$ cat src/rtl/mac_pkg.sv
// Shared definitions for the MAC result accumulator and its neighbours:
// default widths and the state encoding of the dot-product controller.
package mac_pkg;

    localparam int DEF_IN_W  = 16;
    localparam int DEF_LEN_W = 4;
    localparam int DEF_SUM_W = DEF_IN_W + 1 + DEF_LEN_W;

    localparam logic [1:0] ST_IDLE  = 2'd0;
    localparam logic [1:0] ST_ACCUM = 2'd1;
    localparam logic [1:0] ST_DONE  = 2'd2;

endpackage

$ cat src/rtl/mac_dot_accum.sv
// Accumulates a fixed number of upstream MAC results ({cout, out} terms) into a
// dot-product sum and hands it downstream with a valid/ready handshake.
module mac_dot_accum
    import mac_pkg::*;
#(
    parameter int IN_W  = DEF_IN_W,
    parameter int LEN_W = DEF_LEN_W,
    parameter int SUM_W = IN_W + 1 + LEN_W
) (
    input  logic             clk,
    input  logic             rst,
    input  logic             start,
    input  logic [LEN_W-1:0] len,
    input  logic             abort,
    input  logic             in_valid,
    input  logic [IN_W-1:0]  mac_out,
    input  logic             mac_cout,
    output logic [SUM_W-1:0] sum,
    output logic             sum_valid,
    input  logic             sum_ready,
    output logic             busy,
    output logic [LEN_W:0]   term_cnt
);

    logic [1:0]       state;
    logic [SUM_W-1:0] acc;
    logic [LEN_W:0]   target;
    logic [LEN_W:0]   cnt;
    logic [LEN_W:0]   cnt_next;
    logic [SUM_W-1:0] term;

    assign term     = SUM_W'({mac_cout, mac_out});
    assign cnt_next = cnt + (LEN_W + 1)'(1);

    // NOTE: all state below is assigned with <= so every register samples the
    // pre-edge values of its neighbours regardless of statement order.
    always_ff @(posedge clk) begin
        if (rst) begin
            state     <= ST_IDLE;
            acc       <= '0;
            target    <= '0;
            cnt       <= '0;
            sum_valid <= 1'b0;
        end else if (abort) begin
            state     <= ST_IDLE;
            acc       <= '0;
            cnt       <= '0;
            sum_valid <= 1'b0;
        end else begin
            case (state)
                ST_IDLE: begin
                    if (start) begin
                        // len == 0 encodes the full 2**LEN_W terms via the extra MSB
                        target <= {(len == '0), len};
                        acc    <= '0;
                        cnt    <= '0;
                        state  <= ST_ACCUM;
                    end
                end
                ST_ACCUM: begin
                    if (in_valid) begin
                        acc <= acc + term;
                        cnt <= cnt_next;
                        if (cnt_next == target) begin
                            state     <= ST_DONE;
                            sum_valid <= 1'b1;
                        end
                    end
                end
                ST_DONE: begin
                    if (sum_ready) begin
                        state     <= ST_IDLE;
                        sum_valid <= 1'b0;
                    end
                end
                default: state <= ST_IDLE;
            endcase
        end
    end

    assign sum      = acc;
    assign term_cnt = cnt;
    assign busy     = (state != ST_IDLE);

endmodule

$ cat config.mk
export PLATFORM = sky130hd
export DESIGN_NAME = mac_dot_accum
export DESIGN_NICKNAME = d
export VERILOG_FILES = /design/src/rtl/mac_pkg.sv /design/src/rtl/mac_dot_accum.sv
export SDC_FILE = /design/constraint.sdc
export NUM_CORES = 1
export LEC_CHECK = 0
export CAP_MARGIN = 0
export CORE_MARGIN = 2
export CORE_UTILIZATION = 40
export DETAILED_ROUTE_END_ITERATION = 10
export PLACE_DENSITY = 0.66
export SLEW_MARGIN = 30
export SYNTH_ARGS = -nofsm -noshare
export SYNTH_HDL_FRONTEND = slang
export SYNTH_SLANG_ARGS = --single-unit
$ cat constraint.sdc
create_clock -name clk -period 3.5 [get_ports clk]
set_clock_uncertainty 0.05 [all_clocks]
set_input_delay 0.7 -clock clk [delete_from_list [all_inputs] [get_ports clk]]
set_output_delay 0.7 -clock clk [all_outputs]
set_load 0.005 [all_outputs]
==> impl_metrics.json <==
{
  "slowest_delay_ps": 460,
  "tightest_slew_ps": 702.5,
  "dp_hpwl_um": 4309,
  "post_cts_buffers": 0,
  "path_clk_slew_ps": 80,
  "synth-seq-cells": 34,
  "syn_to_final_growth_pct": 29.80,
  "cts_root_buf": "clkbuf_8",
  "rsz0062_at_grt": "false",
  "syn-num-nets": 338,
  "core_um2": 5574,
  "tns_ps": 0,
  "max_freq_ghz": 0.3559,
  "crit_family": "compound AO/OA/AOI/OAI gates",
  "synthCells": 292,
  "viasPerCell": 5.378,
  "cp_slowest_cell": "clkdlybuf4s50_1",
  "antenna_found_initial": 0,
  "max_cap_violations": 0,
  "hold_buffers": 0,
  "fin_area_um2": 3030,
  "rows": 27,
  "synthDistinctLibCells": 48,
  "drive_gt1_frac": 0.05444,
  "grt_pass1_vias": 2112,
  "htree_levels": 2,
  "firstDrtPassIters": 4,
  "finalNonFillerCells": 421,
  "routed_wl_um": 5655,
  "dp.cells": 413,
  "synthTopCellsByCount": "41 x nand2_1, 34 x dfxtp_1, 33 x a21oi_1",
  "worstPathRequired_ps": 3640,
  "async_reset_ff_frac": 0,
  "synth_area_leaders": "dfxtp_1 29%, ha_1 9.6%, a21oi_1 7.1%",
  "avgSynthCellArea_um2": 7.996,
  "ir_worst_vdd_mv": 0.1760,
  "synth-edff-count": 0,
  "setup_violations": 0,
  "numCtsBuffers": 5,
  "slew_viol_final": 0,
  "pwr_density_cell_nw_per_um2": 293.7,
  "die_h_um": 80.40,
  "initial_core_util": 0.4189,
  "ant_nets": 0,
  "critical_path_class": "primary input to flop",
  "whs_ps": 431.3,
  "end_kind": "flop",
  "worstPathCellList": "clkdlybuf4s50_1 > ha_1 > inv_1 > fa_1 > nand2b_1 > a21oi_1 > o211ai_1 > a21boi_0 > o21ai_0 > a32o_1",
  "io_pins": 55,
  "grt_max_degree": 19,
  "period_minus_slack_ps": 2810,
  "placed_area_um2": 2922,
  "critPathLaunchType": "primary input",
  "ys_warn_count": 0,
  "drt_iter0_markers": 118,
  "finalCritPeriodShare": 0.8028,
  "cp_data_arrival_time_ps": 2950,
  "layout.nets": 394,
  "synth-main-ff-cell": "dfxtp_1",
  "grt_usage": 0.1832,
  "hold_viol": 0,
  "relSlewSlack": 0.5299,
  "p_leak_nw": 1.193,
  "min_path_type": "flop to flop",
  "grt_pass1_wl_um": 9363,
  "die-area_um2": 6464,
  "clockBufferDepth": 2,
  "power_mw": 0.8900,
  "cts_tree": "built",
  "outcome": "finished, final reports clean",
  "globalplace.congestion": 0.8470,
  "syn_area_um2": 2335,
  "cp_max_fo": 3,
  "synth_most_common_cell": "nand2_1",
  "netlist.area_leader.share": 0.2915,
  "die-width_um": 80.40,
  "io_buffers": 54,
  "n_antenna_cell": 0,
  "vias": 2264,
  "path_buf_inv": 2,
  "drc": 0,
  "postCtsResizedCells": 0,
  "wl_per_cell_um": 13.43,
  "clk_latency_ps": 290,
  "synth_top_area_cell": "dfxtp_1",
  "seq_area_frac_synth": 0.2915,
  "cts_sinks": 34,
  "gr-total-overflow": 0
}
power by group:
part           total [mW]  internal [mW]  leakage [nW]  switching [mW]
registers           0.396          0.391         0.275         0.00456
logic               0.126         0.0630         0.861          0.0630
clock network       0.368          0.210        0.0579           0.158
logic make-up after synthesis:
kind of cell | share of synthesized area
AND/OR/NAND/NOR | 0.2481
AO/OA/AOI/OAI | 0.2347
adder cells (fa/ha/maj) | 0.1050
XOR/XNOR | 0.06002
buffers and inverters | 0.03483
multiplexers | 0.02572
flip-flops | 0.2915
final cells by class:
cell class / count / area (µm²)
clock inverters: 3 / 40.04
well taps: 72 / 90.09
multi-input cells: 244 / 1573
repair buffers: 55 / 548.0
inverters: 8 / 30.03
fillers: 544 / 2544
clock buffers: 5 / 68.82
flip-flops and latches: 34 / 680.7
tightest hold or removal path: cells and delay by family, from the launching register on:
| family | cells | cell delay (ps) |
|---|---|---|
| compound gates | 1 | 50 |
| simple gates | 1 | 60 |
| flops | 1 | 330 |
metrics by stage:
step | worst slack (ps) | util
after floorplan | 1039 | -
after detailed placement | 384.3 | 0.5241
after global placement | 460.3 | 0.5241
final | 690.2 | 0.5437
after CTS | 683.8 | 0.5437
after global routing | 486.2 | 0.5437
per-layer routing:
metal | GRT usage | share of wire | vias up
met2 | 0.3042 | 0.45 | 64
met1 | 0.2404 | 0.48 | 1021
met3 | 0.03371 | 0.056 | 7
li1 | - | - | 1172
met5 | 0 | 0 | -
met4 | 0.05593 | 0.012 | 0
worst paths after layout:
path | start | end | slack, ps | depth (start not counted)
min | sum[6] | sum[6] | 430 | 2
min reg2reg | sum[6] | sum[6] | 430 | 2
max reg2reg | sum[0] | sum[10] | 1190 | 9
max | mac_out[0] | sum[10] | 690 | 10
registers in the layout (all words and copies together) (netlist names):
register and cells:
target 5, sum 21, term_cnt 5, state 2, sum_valid 1
placed cells by master (no fill, tap or decap), drive strengths merged, types with 2 or more instances in the layout:
cell            n
xor2            4
nor3b           3
nand2          43
a32o            5
inv             8
o211ai          3
a21boi          2
nand2b          8
a22oi           2
nor2           20
nand4           4
xnor2          12
and2            3
a211oi          2
and3            4
nor2b           3
or3             6
dfxtp          34
clkbuf          5
nor3            6
a21o            5
clkinv          2
o21ai          23
ha             18
clkdlybuf4s50  54
a21oi          36
nand3          11
mux2i           6
nor4            3
Note: power is estimated with default switching activity, not from simulation.
==> RTL edit, RTL diff (config.mk and constraints unchanged) <==
Make the reset (`rst`) asynchronous in one clocked block.
--- a/src/rtl/mac_dot_accum.sv
+++ b/src/rtl/mac_dot_accum.sv
@@ -36,3 +36,3 @@
     // pre-edge values of its neighbours regardless of statement order.
-    always_ff @(posedge clk) begin
+    always_ff @(posedge clk or posedge rst) begin
         if (rst) begin
Behaviour: differs if rst is asserted again (counterexample within 4 cycles, from zero or initial values and one cycle with rst high); with rst held inactive, the same outputs for 10 cycles.
==> RTL edit against the original RTL <==
Critical path depth grew 1; final cell count shrank 8.6%; sequential cell count is the same; first-iteration DRC count shrank 23%; register-to-register slack lost 0.34 ns; synthesized area shrank 0.27%; worst setup slack lost 0.33 ns; final area grew 0.66%; sequential share of layout area grew 5.4 points; routed wire length shrank 6.4%; clock power shrank 15%; total power grew 11%; global-route usage shrank 0.56 points; largest cell class unchanged.
==> RTL edit: results (changes against the original RTL) <==
Status
  – Status: finished clean

Final layout
  – Synthesis-to-layout area growth: 31.0%
  – Non-Filler Instances: 385 (-8.6%)
  – Nets@finish: 358 (-9.1%)
  – Fraction of area in non-clock buffers: 19.2% (+1.1 points)
  – ClkCell Share: 3.12% (-0.47 points)
  – Seq. cell area: 851 sq um (+25%)
  – Fraction of area in multi-input gates: 45.9% (-6.0 points)
  – Fill cell count: 526 (-3.3%)
  – Antenna Cells: 0 (unchanged)
  – Utilization after layout: 54.7% (+0.36 points)
  – Plain + repair buffers: 60 (+9.1%)
  – Share of layout cells above drive strength 1: 9.90% (+4.5 points)

Synth
  – Post-synth top cells: dfrtp_1, nand2_1, nor2_1
  – Largest cells by area after synthesis: dfrtp_1, ha_1, nand2_1, xnor2_1, xor2_1
  – Primary FF master, synth: dfrtp_1
  – Sequential share of the synthesized area: 36.5% (+7.4 points)
  – Syn avg cell area: 9.24 sq um (+16%)
  – Post-synth cell types: 53 (+10%)
  – Async set-reset flop share out of synthesis: 100% (+100 points)
  – Synth Net Count: 298 (-12%)

Timing
  – Worst hold slack: 0.465 ns (+0.0335 ns)
  – Slew @ Worst Pin: 0.562 ns (-0.141 ns)
  – Peak Freq: 319 MHz (-10%)

Setup path
  – Arrival time at the worst endpoint: 3.31 ns (+0.36 ns)
  – Reg-to-reg slack, setup: 0.85 ns (-0.34 ns)

Global route
  – Overall routing resource usage: 17.8% (-0.56 points)
  – Vias in the first global route: 1990 (-5.8%)
  – Largest net degree at the start of global routing: 29 (+10)
  – First-pass GRT wire length: 8910 microns (-4.9%)

Worst hold path
  – Hold Path Class: reg2reg

Placed design
  – DP Area: 0.00296 sq mm (+1.2%)
  – DP HPWL: 3970 microns (-7.9%)
  – DP Cell Count: 377 (-8.7%)
  – Setup WS pre-CTS: 0.0653 ns (-0.319 ns)

Detailed routing
  – Final WL: 5290 microns (-6.4%)
  – DRT iter0 DRCs: 91 (-23%)
  – Vias per inst: 5.28 (-1.9%)
  – Drt first pass iters: 4 (unchanged)

Power
  – Leakage: 1.31 nW (+9.6%)
  – Power per cell area: 325 mW/mm^2 (+11%)
  – Worst vdd ir: 0.000165 V (-6.3%)
RTL edit: changes by cell type after synthesis, sizes merged, moves of 5 or more:
cell    delta
xor2       +6
a21oi     -19
nor3       -5
dfrtp     +34
mux2i      -6
nand2     -12
dfxtp     -34
mux2       +5
nand2b     -5
RTL edit: worst register-to-register path, cell delays in order (launching register included):
cell      delay [ns]
dfrtp_1         0.37
ha_1            0.17
inv_1           0.05
fa_1            0.40
nand2b_1        0.19
a21oi_2         0.18
o21ai_0         0.13
and2_4          0.18
o311a_4         0.37
or3_1           0.35
a21boi_1        0.14
RTL edit: path summary, 6_finish.rpt:
kind                                 start   endpoint  depth (start not counted)
worst min register to register      sum[6]     sum[6]                          2
min in group asynchronous              rst  sum_valid                          2
worst max-delay path            mac_out[0]    sum[20]                         11
max in group asynchronous              rst     sum[1]                          3
worst max register to register      sum[0]    sum[20]                         10
worst min-delay path                sum[6]     sum[6]                          2
RTL edit: layer usage:
metal	up-vias	wire length (microns)	global-route usage, %
met4	0	66	5.76
met2	48	2360	28.4
met1	944	2620	23.8
met3	7	241	3.93
met5	-	0	0
li1	1032	-	-
RTL edit: where the power goes:
part / switching [mW] / internal [mW] / total, mW
logic: 0.117 / 0.126 / 0.243
clock network: 0.154 / 0.158 / 0.313
registers: 0.0201 / 0.416 / 0.436
total: 0.292 / 0.700 / 0.992
RTL edit: cells by family (layout without fill, tap and decap cells):
kind of cell | after synthesis | after routing | share of synthesized area (%)
buffers and inverters | 15 | 76 | 3.39
DFF | 34 | 34 | 36.5
AOI/OAI and AO/OA | 78 | 78 | 22.6
xor gates and xnor gates | 20 | 20 | 7.52
and+or+nand+nor | 81 | 81 | 17.0
muxes | 5 | 5 | 2.42
adders and majority gates | 19 | 19 | 10.5
